## config.mk

```make
export PLATFORM = sky130hd
export DESIGN_NAME = regfile_dump_engine
export DESIGN_NICKNAME = d
export VERILOG_FILES = /design/src/rtl/regfile_dump_engine.sv
export SDC_FILE = /design/constraint.sdc
export NUM_CORES = 1
export LEC_CHECK = 0
export CAP_MARGIN = 20
export CORE_MARGIN = 5
export CORE_UTILIZATION = 41
export DETAILED_ROUTE_END_ITERATION = 8
export PLACE_DENSITY = 0.79
export SLEW_MARGIN = 25
export SYNTH_ARGS = -nofsm -noshare
export SYNTH_HDL_FRONTEND = slang
export SYNTH_SLANG_ARGS = --single-unit
```

## constraint.sdc

```tcl
create_clock -name clk -period 1.6 [get_ports clk]
set_input_delay 0.16 -clock clk [delete_from_list [all_inputs] [get_ports clk]]
set_output_delay 0.16 -clock clk [all_outputs]
set_load 0.005 [all_outputs]
```

## src/rtl/regfile_dump_engine.sv

```systemverilog
// rtl/regfile_dump_engine.sv - debug read-out engine streaming register file contents
//
// Takes over one register-file read port on a start pulse, walks indices
// 0..NUM_REGS-1 and emits each value as one beat on a valid/ready stream.
// Optional feature macro: REGFILE_DUMP_CHECKSUM_EN appends an XOR checksum beat.
//
// Ports:
//   clk      in   clock, rising edge
//   rst_n    in   asynchronous active-low reset
//   start    in   begin a dump (sampled only when idle)
//   busy     out  high while a dump is in progress
//   done     out  one-cycle pulse after the final beat's handshake
//   rf_req   out  read-port ownership request (core stalls while high)
//   rf_addr  out  register index driven to the read port
//   rf_data  in   combinational read data from the register file
//   m_data   out  stream data
//   m_valid  out  stream beat valid
//   m_ready  in   downstream accepts the beat
//   m_last   out  final beat of a dump
module regfile_dump_engine #(
  parameter int NUM_REGS = 8,
  parameter int ADDR_W   = 3,
  parameter int DATA_W   = 8
) (
  input  logic              clk,
  input  logic              rst_n,
  input  logic              start,
  output logic              busy,
  output logic              done,
  output logic              rf_req,
  output logic [ADDR_W-1:0] rf_addr,
  input  logic [DATA_W-1:0] rf_data,
  output logic [DATA_W-1:0] m_data,
  output logic              m_valid,
  input  logic              m_ready,
  output logic              m_last
);

  localparam logic [ADDR_W-1:0] LAST_IDX = ADDR_W'(NUM_REGS - 1);

`ifdef REGFILE_DUMP_CHECKSUM_EN
  typedef enum logic [1:0] {IDLE, FETCH, SEND, CHK} state_t;
`else
  typedef enum logic [1:0] {IDLE, FETCH, SEND} state_t;
`endif

  state_t            state_q, state_d;
  logic [ADDR_W-1:0] idx_q, idx_d;
  logic [DATA_W-1:0] data_q, data_d;
  logic              valid_q, valid_d;
  logic              last_q, last_d;
  logic              done_q, done_d;
`ifdef REGFILE_DUMP_CHECKSUM_EN
  logic [DATA_W-1:0] csum_q, csum_d;
`endif

  logic hs;
  assign hs = valid_q & m_ready;

  always_ff @(posedge clk or negedge rst_n) begin
    if (!rst_n) begin
      state_q <= IDLE;
      idx_q   <= '0;
      data_q  <= '0;
      valid_q <= 1'b0;
      last_q  <= 1'b0;
      done_q  <= 1'b0;
`ifdef REGFILE_DUMP_CHECKSUM_EN
      csum_q  <= '0;
`endif
    end else begin
      state_q <= state_d;
      idx_q   <= idx_d;
      data_q  <= data_d;
      valid_q <= valid_d;
      last_q  <= last_d;
      done_q  <= done_d;
`ifdef REGFILE_DUMP_CHECKSUM_EN
      csum_q  <= csum_d;
`endif
    end
  end

  always_comb begin
    state_d = state_q;
    idx_d   = idx_q;
    data_d  = data_q;
    valid_d = valid_q;
    last_d  = last_q;
    done_d  = 1'b0;
`ifdef REGFILE_DUMP_CHECKSUM_EN
    csum_d  = csum_q;
`endif
    case (state_q)
      IDLE: begin
        if (start) begin
          state_d = FETCH;
          idx_d   = '0;
`ifdef REGFILE_DUMP_CHECKSUM_EN
          csum_d  = '0;
`endif
        end
      end
      FETCH: begin
        // rf_addr has been stable for this whole cycle, so rf_data is settled.
        data_d  = rf_data;
        valid_d = 1'b1;
        state_d = SEND;
`ifdef REGFILE_DUMP_CHECKSUM_EN
        csum_d  = csum_q ^ rf_data;
        last_d  = 1'b0;
`else
        last_d  = (idx_q == LAST_IDX);
`endif
      end
      SEND: begin
        if (hs) begin
          valid_d = 1'b0;
          last_d  = 1'b0;
          if (idx_q != LAST_IDX) begin
            idx_d   = idx_q + 1'b1;
            state_d = FETCH;
          end else begin
`ifdef REGFILE_DUMP_CHECKSUM_EN
            // csum_q already folds in the final data beat.
            state_d = CHK;
            data_d  = csum_q;
            valid_d = 1'b1;
            last_d  = 1'b1;
`else
            state_d = IDLE;
            idx_d   = '0;
            done_d  = 1'b1;
`endif
          end
        end
      end
`ifdef REGFILE_DUMP_CHECKSUM_EN
      CHK: begin
        if (hs) begin
          state_d = IDLE;
          idx_d   = '0;
          valid_d = 1'b0;
          last_d  = 1'b0;
          done_d  = 1'b1;
        end
      end
`endif
      default: state_d = IDLE;
    endcase
  end

  assign busy    = (state_q != IDLE);
  assign rf_req  = busy;
  assign rf_addr = idx_q;
  assign m_data  = data_q;
  assign m_valid = valid_q;
  assign m_last  = last_q;
  assign done    = done_q;

endmodule

```

==> results.tsv <==
metric	value	unit
fin_cells	127	
drt-pass1-iter-count	2	
ys_seq_area_share	55.1	%
synth_top_area_share	55.1	%
crit_type	reg2reg	
syn_nets	87	
p_switching	0.595	mW
htreeDepth	1	
period_needed	1460	ps
antenna_found_initial	0	
pwr-share-clk	11.1	%
combPwrFrac	51.1	%
root_buffer	clkbuf_4	
internal_power	1.22	mW
placeableCoreArea	1710	µm²
clk_latency	270	ps
rows	15	
ctsHoldBuffers	0	
area_growth	46.5	%
placed_cells	122	
wl_per_cell	12.5	µm
power_per_cell_area	1710	nW/µm²
drt-initial-drc-count	7	
postRouteAntennaNets	0	
grt_pass1_wl	2710	µm
hold_viol	0	
avgSynthCellArea	10.1	µm²
critPathArrivalTime	1620	ps
tritoncts	built	
synth.distinct_cells	25	
setup_viol_count_final	0	
antenna_cells	0	
switching_share	32.7	%
reg2reg_slack	140	ps
rsz0062_at_grt	no	
fmax	685	MHz
nets	119	
io_buffers	27	
power.static_leakage	0.528	nW
wl	1590	µm
clock-sinks	16	
clk_path_buf_depth	2	
path_clk_slew	90	ps
startpoint_type	flip-flop	
initial_core_util	42.6	%
setup_tns	0	ps
slew_headroom	78.9	%
cts_buffers	3	
grt.total_usage	13.4	%
finalMaxSlewViolations	0	
crit_fanout	6	
drive_gt1_share	14.7	%
fp.dieW	52.1	µm
synthCells	72	
first_global_vias	624	
cp.required	1760	ps
status	finished clean	
hold_class	in2async	
fin_crit_sh	91.2	%
ir_drop	791	µV
gp_congestion	0.773	
overflow	0	
yosysTopAreaCell	dfrtp_1	
chipHeight	52.1	µm
seqPwrFrac	37.9	%
layout_commonest_cell	nand2_1	
ios	28	
die_area	2710	µm²
drc_errors	0	
grt_max_degree	17	
worst_setup_path_end_kind	flip-flop	
vias	591	
maxCapViolCount	0	
synth_warnings	0	
ys_ff_latch	16	
place_hpwl	1200	µm
layout_common_cells	nand2_1 (26), clkdlybuf4s50_1 (25), dfrtp_1 (14)	
synth_area	727	µm²
viasPerCell	4.65	
tightest_slew	317	ps
synth.area.top_cells	dfrtp_1 (55%), nand2_1 (13%), ha_1 (5.2%)	
clock-skew-final	3.28	ps
## final timing paths
check / startpoint / depth (start not counted) / to
min in group clk: rf_data[4] / 3 / m_data[4]
worst max register to register: state_q[0] / 4 / rf_addr[0]
worst max-delay path: state_q[0] / 4 / rf_addr[0]
max in group asynchronous: rst_n / 2 / state_q[0]
worst min register to register: m_data[2] / 2 / m_data[2]
worst min-delay path: rst_n / 2 / m_data[1]
## Yosys cell counts
library cell,number
mux2_4,2
o22ai_1,1
nor2_1,2
and2b_2,1
and2_1,1
nor4_1,1
nand2_1,26
buf_4,1
buf_2,1
a21o_2,1
o21ai_0,1
clkbuf_1,1
o22a_2,1
or2_4,1
nor3b_1,1
a21boi_0,1
nand3_1,1
nor3_1,1
nand2b_1,1
o22a_4,1
or2b_1,1
inv_1,3
ha_1,3
dfrtp_1,16
a21oi_1,2
## layout make-up
type                    count  area [µm²]
clock buffers               3        22.5
multi-input cells          50         299
repair buffers             30         298
inverters                   3        11.3
flip-flops and latches     16         403
well taps                  25        31.3
fillers                   145         643
## power groups by stage
| stage | logic, mW | registers (mW) | clock network [mW] |
|---|---|---|---|
| after detailed placement | 0.884 | 0.721 | 0 |
| after floorplan | 0.441 | 0.714 | 0 |
| after global routing | 1.03 | 0.715 | 0.226 |
| after global placement | 0.863 | 0.710 | 0 |
| after CTS | 0.960 | 0.690 | 0.206 |
| final | 0.929 | 0.689 | 0.201 |
## metrics by stage
| stage | power (mW) | area (µm²) | utilization (%) | worst slack, ps | hold slack [ps] |
|---|---|---|---|---|---|
| global route | 1.97 | 1060 | 62.3 | 71.9 | 213 |
| global placement | 1.57 | 1020 | 59.7 | 217 | 458 |
| finish | 1.82 | 1060 | 62.3 | 141 | 203 |
| floorplan | 1.15 | 727 | - | 279 | -136 |
| CTS | 1.86 | 1060 | 62.1 | 28.0 | 211 |
| detailed placement | 1.61 | 1020 | 59.7 | 190 | 464 |
## layer usage
layer | share of wire [%] | global-route usage (%) | vias to the layer above
li1 | - | - | 293
met1 | 47 | 16.5 | 277
met3 | 6.7 | 3.44 | 0
met5 | 0 | 0 | -
met2 | 46 | 22.8 | 21
met4 | 0 | 3.93 | 0
## logic make-up after synthesis
group | Yosys count | synth area share (%)
muxes | 2 | 4.13
AOI/OAI and AO/OA | 8 | 8.95
and+or+nand+nor | 37 | 22.9
adders and majority gates | 3 | 5.16
DFF | 16 | 55.1
buffers and inverters | 6 | 3.79
## critical path, cell delays in order (launching register included)
cell	delay, ps
dfrtp_2	410
buf_4	150
nand2b_1	220
o22a_4	270
mux2_4	300
## what timing repair did
action,in CTS,in global routing
resized for setup,2,2
setup endpoints to repair,2,2
setup buffers,2,0
## state kept, by name, summed over array words and instances, names as in the netlist
name	flops
done	1
m_data	8
m_last	1
m_valid	1
rf_addr	3
state_q	2
No activity file was read; power rests on OpenSTA's default activity.
